$ cat src/rtl/splitter4_ramped_pkg.sv
// Shared audio definitions for the four-way ramped splitter: widths, FSM
// states, unity gain and the gain clamp.
package splitter4_ramped_pkg;

  localparam int unsigned BITSIZE    = 16;
  localparam int unsigned GAINBITS   = 9;
  localparam int unsigned NCH        = 4;
  localparam int unsigned GAIN_UNITY = 1 << (GAINBITS - 1);

  typedef logic        [GAINBITS-1:0] gain_t;
  typedef logic signed [BITSIZE-1:0]  sample_t;

  typedef enum logic [2:0] {
    IDLE,
    CH0,
    CH1,
    CH2,
    CH3
  } state_e;

  // Targets above unity are limited to unity so the product can never overflow.
  function automatic gain_t gain_clamp(input gain_t g);
    return (g > gain_t'(GAIN_UNITY)) ? gain_t'(GAIN_UNITY) : g;
  endfunction

endpackage

$ cat src/rtl/splitter4_ramped_if.sv
// Sample/gain input bundle and gained-output bundle of the splitter.
interface splitter4_ramped_if;
  import splitter4_ramped_pkg::*;

  logic    sample_valid;
  sample_t in;
  gain_t   gain1;
  gain_t   gain2;
  gain_t   gain3;
  gain_t   gain4;
  logic    busy;
  logic    out_valid;
  sample_t out1;
  sample_t out2;
  sample_t out3;
  sample_t out4;

  modport master (
    output sample_valid, in, gain1, gain2, gain3, gain4,
    input  busy, out_valid, out1, out2, out3, out4
  );

  modport slave (
    input  sample_valid, in, gain1, gain2, gain3, gain4,
    output busy, out_valid, out1, out2, out3, out4
  );

endinterface

$ cat src/rtl/splitter4_ramped_gain_ramp.sv
// Per-channel de-zipper: the current gain moves one LSB toward the clamped
// target on each accepted sample.
module splitter4_ramped_gain_ramp
  import splitter4_ramped_pkg::*;
(
  input  logic  clk,
  input  logic  rst,
  input  logic  step_en,
  input  gain_t target,
  output gain_t g_cur
);

  gain_t g_q;
  gain_t g_d;
  gain_t tgt_c;

  // Next gain: one step toward the clamped target when enabled.
  always_comb begin
    tgt_c = gain_clamp(target);
    g_d   = g_q;
    if (step_en) begin
      if (tgt_c > g_q) begin
        g_d = g_q + gain_t'(1);
      end else if (tgt_c < g_q) begin
        g_d = g_q - gain_t'(1);
      end
    end
  end

  // Gain register; reset mutes the channel.
  always_ff @(posedge clk or posedge rst) begin
    if (rst) begin
      g_q <= '0;
    end else begin
      g_q <= g_d;
    end
  end

  assign g_cur = g_q;

endmodule

$ cat src/rtl/splitter4_ramped.sv
// Mono-to-four splitter with ramped per-channel gains and one shared
// multiplier walked across the channels by a small FSM.
module splitter4_ramped
  import splitter4_ramped_pkg::*;
(
  input logic clk,
  input logic rst,
  splitter4_ramped_if.slave bus
);

  localparam int unsigned PW = BITSIZE + GAINBITS + 1;

  state_e            state_q, state_d;
  sample_t           in_q, in_d;
  sample_t [2:0]     hold_q, hold_d;
  sample_t [NCH-1:0] out_q, out_d;
  logic              out_valid_q, out_valid_d;
  logic              busy_q, busy_d;

  gain_t             tgt   [NCH];
  gain_t             g_cur [NCH];
  gain_t             g_sel;
  logic              accept;

  logic signed [PW-1:0] mul_a;
  logic signed [PW-1:0] mul_b;
  logic signed [PW-1:0] prod;
  sample_t              res;
  logic                 unused_prod_bits;

  assign accept = (state_q == IDLE) && bus.sample_valid;

  assign tgt[0] = bus.gain1;
  assign tgt[1] = bus.gain2;
  assign tgt[2] = bus.gain3;
  assign tgt[3] = bus.gain4;

  for (genvar i = 0; i < NCH; i++) begin : g_ramp
    splitter4_ramped_gain_ramp u_ramp (
      .clk     (clk),
      .rst     (rst),
      .step_en (accept),
      .target  (tgt[i]),
      .g_cur   (g_cur[i])
    );
  end

  // Select the gain of the channel being multiplied this cycle.
  always_comb begin
    g_sel = '0;
    case (state_q)
      CH0:     g_sel = g_cur[0];
      CH1:     g_sel = g_cur[1];
      CH2:     g_sel = g_cur[2];
      CH3:     g_sel = g_cur[3];
      default: g_sel = '0;
    endcase
  end

  // Shared signed x unsigned multiply, then floor-shift by the unity exponent.
  always_comb begin
    mul_a            = PW'(in_q);
    mul_b            = $signed(PW'({1'b0, g_sel}));
    prod             = mul_a * mul_b;
    res              = prod[GAINBITS-1 +: BITSIZE];
    unused_prod_bits = ^{prod[PW-1 -: 2], prod[GAINBITS-2:0]};
  end

  // Next-state and output logic for the channel sequencer.
  // Channel 3 has no hold slot: its product goes straight into out_d[3]
  // on the same edge that transfers the other three holds.
  always_comb begin
    state_d     = state_q;
    in_d        = in_q;
    hold_d      = hold_q;
    out_d       = out_q;
    out_valid_d = 1'b0;
    case (state_q)
      IDLE: begin
        if (bus.sample_valid) begin
          state_d = CH0;
          in_d    = bus.in;
        end
      end
      CH0: begin
        hold_d[0] = res;
        state_d   = CH1;
      end
      CH1: begin
        hold_d[1] = res;
        state_d   = CH2;
      end
      CH2: begin
        hold_d[2] = res;
        state_d   = CH3;
      end
      CH3: begin
        out_d       = {res, hold_q[2], hold_q[1], hold_q[0]};
        out_valid_d = 1'b1;
        state_d     = IDLE;
      end
      default: state_d = IDLE;
    endcase
    busy_d = (state_d != IDLE);
  end

  // State, datapath and registered outputs.
  always_ff @(posedge clk or posedge rst) begin
    if (rst) begin
      state_q     <= IDLE;
      in_q        <= '0;
      hold_q      <= '0;
      out_q       <= '0;
      out_valid_q <= 1'b0;
      busy_q      <= 1'b0;
    end else begin
      state_q     <= state_d;
      in_q        <= in_d;
      hold_q      <= hold_d;
      out_q       <= out_d;
      out_valid_q <= out_valid_d;
      busy_q      <= busy_d;
    end
  end

  assign bus.busy      = busy_q;
  assign bus.out_valid = out_valid_q;
  assign bus.out1      = out_q[0];
  assign bus.out2      = out_q[1];
  assign bus.out3      = out_q[2];
  assign bus.out4      = out_q[3];

endmodule

$ cat src/flat_wrapper.sv
// flat-port wrapper written by rule: the top's interface ports become plain ports
module splitter4_ramped_flat import splitter4_ramped_pkg::*;
  (clk, rst, bus_sample_valid, bus_in, bus_gain1, bus_gain2, bus_gain3, bus_gain4, bus_busy, bus_out_valid, bus_out1, bus_out2, bus_out3, bus_out4);
  splitter4_ramped_if bus_i ();
  input logic clk;
  input logic rst;
  input wire logic [$bits(bus_i.sample_valid)-1:0] bus_sample_valid;
  input wire logic [$bits(bus_i.in)-1:0] bus_in;
  input wire logic [$bits(bus_i.gain1)-1:0] bus_gain1;
  input wire logic [$bits(bus_i.gain2)-1:0] bus_gain2;
  input wire logic [$bits(bus_i.gain3)-1:0] bus_gain3;
  input wire logic [$bits(bus_i.gain4)-1:0] bus_gain4;
  output wire logic [$bits(bus_i.busy)-1:0] bus_busy;
  output wire logic [$bits(bus_i.out_valid)-1:0] bus_out_valid;
  output wire logic [$bits(bus_i.out1)-1:0] bus_out1;
  output wire logic [$bits(bus_i.out2)-1:0] bus_out2;
  output wire logic [$bits(bus_i.out3)-1:0] bus_out3;
  output wire logic [$bits(bus_i.out4)-1:0] bus_out4;
  assign bus_i.sample_valid = bus_sample_valid;
  assign bus_i.in = bus_in;
  assign bus_i.gain1 = bus_gain1;
  assign bus_i.gain2 = bus_gain2;
  assign bus_i.gain3 = bus_gain3;
  assign bus_i.gain4 = bus_gain4;
  assign bus_busy = bus_i.busy;
  assign bus_out_valid = bus_i.out_valid;
  assign bus_out1 = bus_i.out1;
  assign bus_out2 = bus_i.out2;
  assign bus_out3 = bus_i.out3;
  assign bus_out4 = bus_i.out4;
  splitter4_ramped u_core (.clk(clk), .rst(rst), .bus(bus_i));
endmodule
$ cat config.mk
export PLATFORM = sky130hd
export DESIGN_NAME = splitter4_ramped_flat
export DESIGN_NICKNAME = d
export VERILOG_FILES = /design/src/rtl/splitter4_ramped_pkg.sv /design/src/rtl/splitter4_ramped_if.sv /design/src/rtl/splitter4_ramped_gain_ramp.sv /design/src/rtl/splitter4_ramped.sv /design/src/flat_wrapper.sv
export SDC_FILE = /design/constraint.sdc
export NUM_CORES = 1
export LEC_CHECK = 0
export CORE_UTILIZATION = 45
export CTS_BUF_LIST = sky130_fd_sc_hd__clkbuf_4 sky130_fd_sc_hd__clkbuf_8 sky130_fd_sc_hd__clkbuf_16
export CTS_CLUSTER_DIAMETER = 30
export DETAILED_ROUTE_END_ITERATION = 12
export MAX_ROUTING_LAYER = met4
export PLACE_DENSITY = 0.64
export SETUP_SLACK_MARGIN = 0.5
export SYNTH_ARGS = -nofsm -noshare
export SYNTH_HDL_FRONTEND = slang
export SYNTH_HIERARCHICAL = 1
export SYNTH_SLANG_ARGS = --single-unit
$ cat constraint.sdc
create_clock -name clk -period 6.5 [get_ports clk]
set_input_delay 0.975 -clock clk [delete_from_list [all_inputs] [get_ports clk]]
set_output_delay 0.975 -clock clk [all_outputs]
set_load 0.02 [all_outputs]
== Word level (Yosys, flattened, before mapping) ==
Cells that the tools add are included.

* Flip-flop bits (word level): 169
* Word-level logic and storage cells: 68
* Input bits: 55
* Output and inout port bits: 66

* Reductions and logical operators: 12
* Add/subtract/negate cells: 8
* Mux-type cells: 16
* Multipliers: 1
* Order comparisons: 12
* Equal/unequal tests: 4

{| class="wikitable"
|+ Operators by type and width
! cell !! number
|-
| $mux 9 || 12
|-
| $add 9x1->9 const B || 4
|-
| $gt 9x9->1 || 4
|-
| $gt 9x9->1 const B || 4
|-
| $lt 9x9->1 || 4
|-
| $pmux 9 s4 || 1
|-
| $sub 9x1->9 const B || 4
|-
| $mul 16x10->24 || 1
|-
| $pmux 3 s4 || 1
|-
| $reduce_and 2->1 || 5
|-
| $reduce_bool 2->1 || 4
|-
| $eq 3x2->1 const B || 2
|-
| $eq 3x1->1 const B || 1
|-
| $eq 3x3->1 const B || 1
|-
| $logic_not 3->1 || 1
|-
| $mux 3 || 1
|-
| $reduce_bool 3->1 || 1
|-
| $logic_and 1x1->1 || 1
|-
| $mux 1 || 1
|}

== Depth between registers and ports, before layout ==
* Word-level depth: 5
* Mapped depth: 29
* Depth with buffers taken out: 26

== Hierarchy ==
The synthesis kept the hierarchy.

{| class="wikitable"
|+ By module, submodules not included
! module !! cells an instance !! seq. area each (um^2) !! instances !! area an instance (um^2)
|-
| splitter4_ramped || 1073 || 3328.2 || 1 || 10070.9
|-
| splitter4_ramped_gain_ramp || 95 || 225.2 || 4 || 959.7
|}

== Least setup slack after synthesis ==
Ideal clock, no wire load.

* Kind: register to register
* Start: register u_core.state_q[2]
* End: register u_core/hold_q[13] (netlist name)
* Data arrival time: 6.694 ns
* Cell stages (with the launch flop): 28
* Path slack: -0.327 ns
* Data required time: 6.367 ns
* Cell sequence: dfrtp_1 -> buf_6 -> nor3b_1 -> clkbuf_1 -> a22oi_1 -> nand2_1 -> clkbuf_1 -> nand2_1 -> fa_1 -> inv_1 -> fa_1 -> inv_1 -> fa_1 -> inv_1 -> fa_1 -> inv_1 -> fa_1 -> inv_1 -> ha_1 -> a21oi_1 -> o21ai_0 -> a211o_1 -> nor4_1 -> a211o_1 -> a21oi_2 -> or4_1 -> nand2_1 -> o21ai_0

* Longest elaborated chain between the ends: 3
* Elaborated cells on any way between the ends: 6
* Classes of those cells: mul (1); eq/ne (4); mux (1)

{| class="wikitable"
|+ RTL lines
! element !! line !! text
|-
| start, declared || splitter4_ramped.sv:13 || <nowiki>state_e state_q, state_d;</nowiki>
|-
| start signal, assigned || splitter4_ramped.sv:117 || <nowiki>state_q <= state_d;</nowiki>
|-
| $eq 3x3->1 (tied with other cells) || splitter4_ramped.sv:51 || <nowiki>case (state_q)</nowiki>
|-
| $pmux 9 s4 || splitter4_ramped.sv:51 ||
|-
| $mul 16x10->24 || splitter4_ramped.sv:64 || <nowiki>prod = mul_a * mul_b;</nowiki>
|-
| end signal, assigned || splitter4_ramped.sv:119 || <nowiki>hold_q <= hold_d;</nowiki>
|-
| end, declared || splitter4_ramped.sv:15 || <nowiki>sample_t [2:0] hold_q, hold_d;</nowiki>
|}

Several ways; a longest one is shown, not always the timed one.
A chain may end at the register's enable or synchronous reset.

== Worst setup path in the final report ==
* Start: register u_core.state_q[1]
* End: register u_core/hold_q[30] (netlist name)

* Longest elaborated chain between the ends: 3
* Elaborated cells on any way between the ends: 6
* Classes of those cells: mul (1); eq/ne (4); mux (1)

{| class="wikitable"
|+ RTL lines
! element !! line
|-
| $eq 3x3->1 (tied with other cells) || splitter4_ramped.sv:51
|-
| $pmux 9 s4 || splitter4_ramped.sv:51
|-
| $mul 16x10->24 || splitter4_ramped.sv:64
|}

Several ways; a longest one is shown, not always the timed one.

==> flow_summary.yaml <==
run:
  cap_violations: 0
layout:
  ff_latch_area_um2: 4230
  fillers: 2670
  n_antenna_cell: 0
  multi_input_area_um2: 9310
  layout-drive-gt1-share: 0.151
  area_growth_syn_to_layout_pct: 23.2
  mostFrequentLayoutCell: "nand2_1"
  final_nets: 1900
  layout_common_cells: "nand2_1 (292), inv_1 (168), dfrtp_1 (167)"
  final_core_util: 0.561
clocking:
  clock_sinks: 169
  cts_tree: "yes"
  htreeDepth: 4
  clock_latency_ns: 0.44
  numCtsBuffers: 17
  cts_root_buf: "clkbuf_16"
  cts-hold-fix-buffers: 0
  clk_pin_slew_ns: 0.07
  cts_max_path_buffers: 2
floorplanning:
  placementRows: 64
  core_um2: 30500
  die_h_um: 178
  die_area_um2: 31600
  dieWidth_um: 178
  initial_core_util: 0.456
  boundaryPins: 121
synthesis:
  yosysSeqAreaShare: 0.304
  synth_top_area_share: 0.304
  syn_nets: 1740
  synth-main-ff-cell: "dfrtp_1"
  netlist_top_cells_area: "dfrtp_1 (30%), fa_1 (17%), ha_1 (10%), nand2_1 (8.3%), inv_1 (4.8%)"
  syn_area_um2: 13900
  synth_edf_count: 0
  syn_area_per_cell_um2: 9.57
  yosysWarnings: 6
  synthCells: 1453
  ys_ff_latch: 169
  synth.distinct_cells: 65
  async_flop_share: 1.00
  synth_area_leader_cell: "dfrtp_1"
worst_setup_path:
  arrival_ns: 6.74
  cp_data_required_time_ns: 6.87
  path_max_fanout: 7
  rrSetupSlack_ns: 0.12
  endpoint: "u_core/hold_q[30]"
  startpoint: "u_core/state_q[1]"
  r2r_end: "u_core/hold_q[30]"
  critPathCaptureType: "flip-flop"
  cp-start-kind: "flip-flop"
  worst_r2r_path_depth: 22
  crit_type: "reg -> reg"
  rr_startpoint: "u_core/state_q[1]"
placement:
  port-buffer-count: 120
  dp_hpwl_um: 25400
  place.gp.congestion: 0.870
global_route:
  track_usage: 0.231
  antenna_found_initial: 0
  grt_pass1_vias: 10737
  grt_overflow_total: 0
  grt_max_degree: 89
  grt_pass1_wl_um: 55200
timing:
  fin_crit_sh: 0.981
  tightest_slew_ns: 1.03
  final_hold_viol_count: 0
  fmax_ghz: 0.157
  setup_viol: 0
  rsz0062_at_grt: "true"
  drv_slew: 0
  finalCriticalPeriod_ns: 6.38
  max-slew-margin-rel: 0.310
  finalClockSkew_ns: 0.0136
hold_path:
  hold_class: "reg -> reg"
detailed_routing:
  drt-initial-drc-count: 560
  drt_pass1_iterations: 7
  ant_nets: 0
  routed_wl_um: 33400
  via_count: 10435
  vias_per_cell: 5.16
  drc_errors: 0
  routedWlPerCell_um: 16.5
status:
  status: "finished, final reports clean"
through the flow:
stage                     hold slack [ns]  cells  setup slack [ns]  instance area (um^2)  TNS [ns]
after floorplan                     0.438   1453             0.309                 14200         0
after CTS                           0.467   2011             0.267                 16900         0
after global routing                0.492   2022            -0.135                 17100    -0.761
after detailed placement            0.454   1949           -0.0362                 15900   -0.0930
after global placement              0.448   1949            0.0901                 15900         0
final                               0.462   2022             0.122                 17100         0
metal layers:
layer	track usage	vias up	part of all wire
li1	-	5057	-
met1	0.304	5083	0.46
met2	0.376	254	0.48
met3	0.0270	41	0.039
met4	0.0677	0	0.019
met5	-	-	0
sequential cells by signal, summed over array words and instances (netlist names):
| name | cells |
|---|---|
| u_core/bus.out1 | 16 |
| u_core/bus.busy | 1 |
| u_core/bus.out_valid | 1 |
| u_core/bus.out3 | 16 |
| u_core/bus.out2 | 16 |
| u_core/hold_q | 48 |
| u_core/g_ramp.u_ramp/g_cur | 36 |
| u_core/state_q | 3 |
| u_core/in_q | 16 |
| u_core/bus.out4 | 16 |
logic make-up (layout without fill, tap and decap cells):
group                    Yosys count  after routing  share of synthesized area
buffers and inverters            233            403                     0.0641
AND/OR/NAND/NOR                  498            501                      0.167
adder cells (fa/ha/maj)          232            232                      0.272
XOR/XNOR                          53             53                     0.0339
AO/OA/AOI/OAI                    212            212                      0.115
multiplexers                      56             56                     0.0432
flip-flops                       169            169                      0.304
synthesized netlist by cell type (4+ instances only):
cell       count
mux2_2        16
xor2_1        25
nand3_1       14
a221oi_1       4
o21ai_4        4
o211a_1        4
a22oi_1       12
a2111oi_4      5
a211oi_2       4
inv_1        178
mux2i_1       36
o21bai_1       4
nor2b_1       64
nand2b_1      11
a2111o_1       4
xnor2_1       27
a21oi_1       37
nand2_1      309
nand3b_1       4
a211oi_1       8
a211o_1        6
fa_1         118
or3_1          8
o21a_1        11
o21ai_0       58
nor4bb_1       4
clkbuf_1      38
and2_1        29
a31oi_1        4
mux2_4         4
ha_1         114
o21ai_1        5
dfrtp_1      169
buf_1         12
nand4_1        6
a21o_1        25
nor2_1        23
nor3_1         9
layout make-up:
cell class / count / share of cell area
sequential: 169 / 0.247
clock inverter: 15 / 0.0110
clock buffer: 17 / 0.0248
timing repair buffer: 191 / 0.105
tap: 396 / 0.0289
inverter: 180 / 0.0403
multi-input combinational: 1054 / 0.543
worst max-delay path, cell delays in order (launching register included):
cell and delay (ns):
dfrtp_2 0.49, nor3b_4 0.19, buf_4 0.13, a22oi_2 0.26, nand2_2 0.17, and2_4 0.20
fa_1 0.55, fa_1 0.44, fa_1 0.51, fa_1 0.51, inv_2 0.04, fa_1 0.54
inv_2 0.04, ha_4 0.27, nand4_1 0.16, nor3_2 0.22, and3_1 0.19, a41oi_2 0.13
a211o_1 0.41, a21oi_4 0.24, o31ai_4 0.14, or3_1 0.41, nand3_2 0.07
repair_timing:
action / CTS / global route
pin swaps: 28 / 20
setup endpoints to repair: 40 / 44
gates resized for setup: 65 / 33
cloned: 3 / 0
buffers inserted: 27 / 11
worst min path at each step:
stage                                 start             endpoint  slack (ns)  cells after the start
final                     u_core/hold_q[31]  u_core/bus.out2[15]        0.46                      2
after global routing       u_core/hold_q[2]   u_core/bus.out1[2]        0.49                      2
after CTS                 u_core/hold_q[31]  u_core/bus.out2[15]        0.47                      2
after detailed placement  u_core/hold_q[21]   u_core/bus.out2[5]        0.45                      2
after global placement    u_core/hold_q[18]   u_core/bus.out2[2]        0.45                      2
after floorplan           u_core/hold_q[14]  u_core/bus.out1[14]        0.44                      2
Power is not shown: default switching activity piles up to over one toggle a cycle in this logic, so the estimate is an artifact.
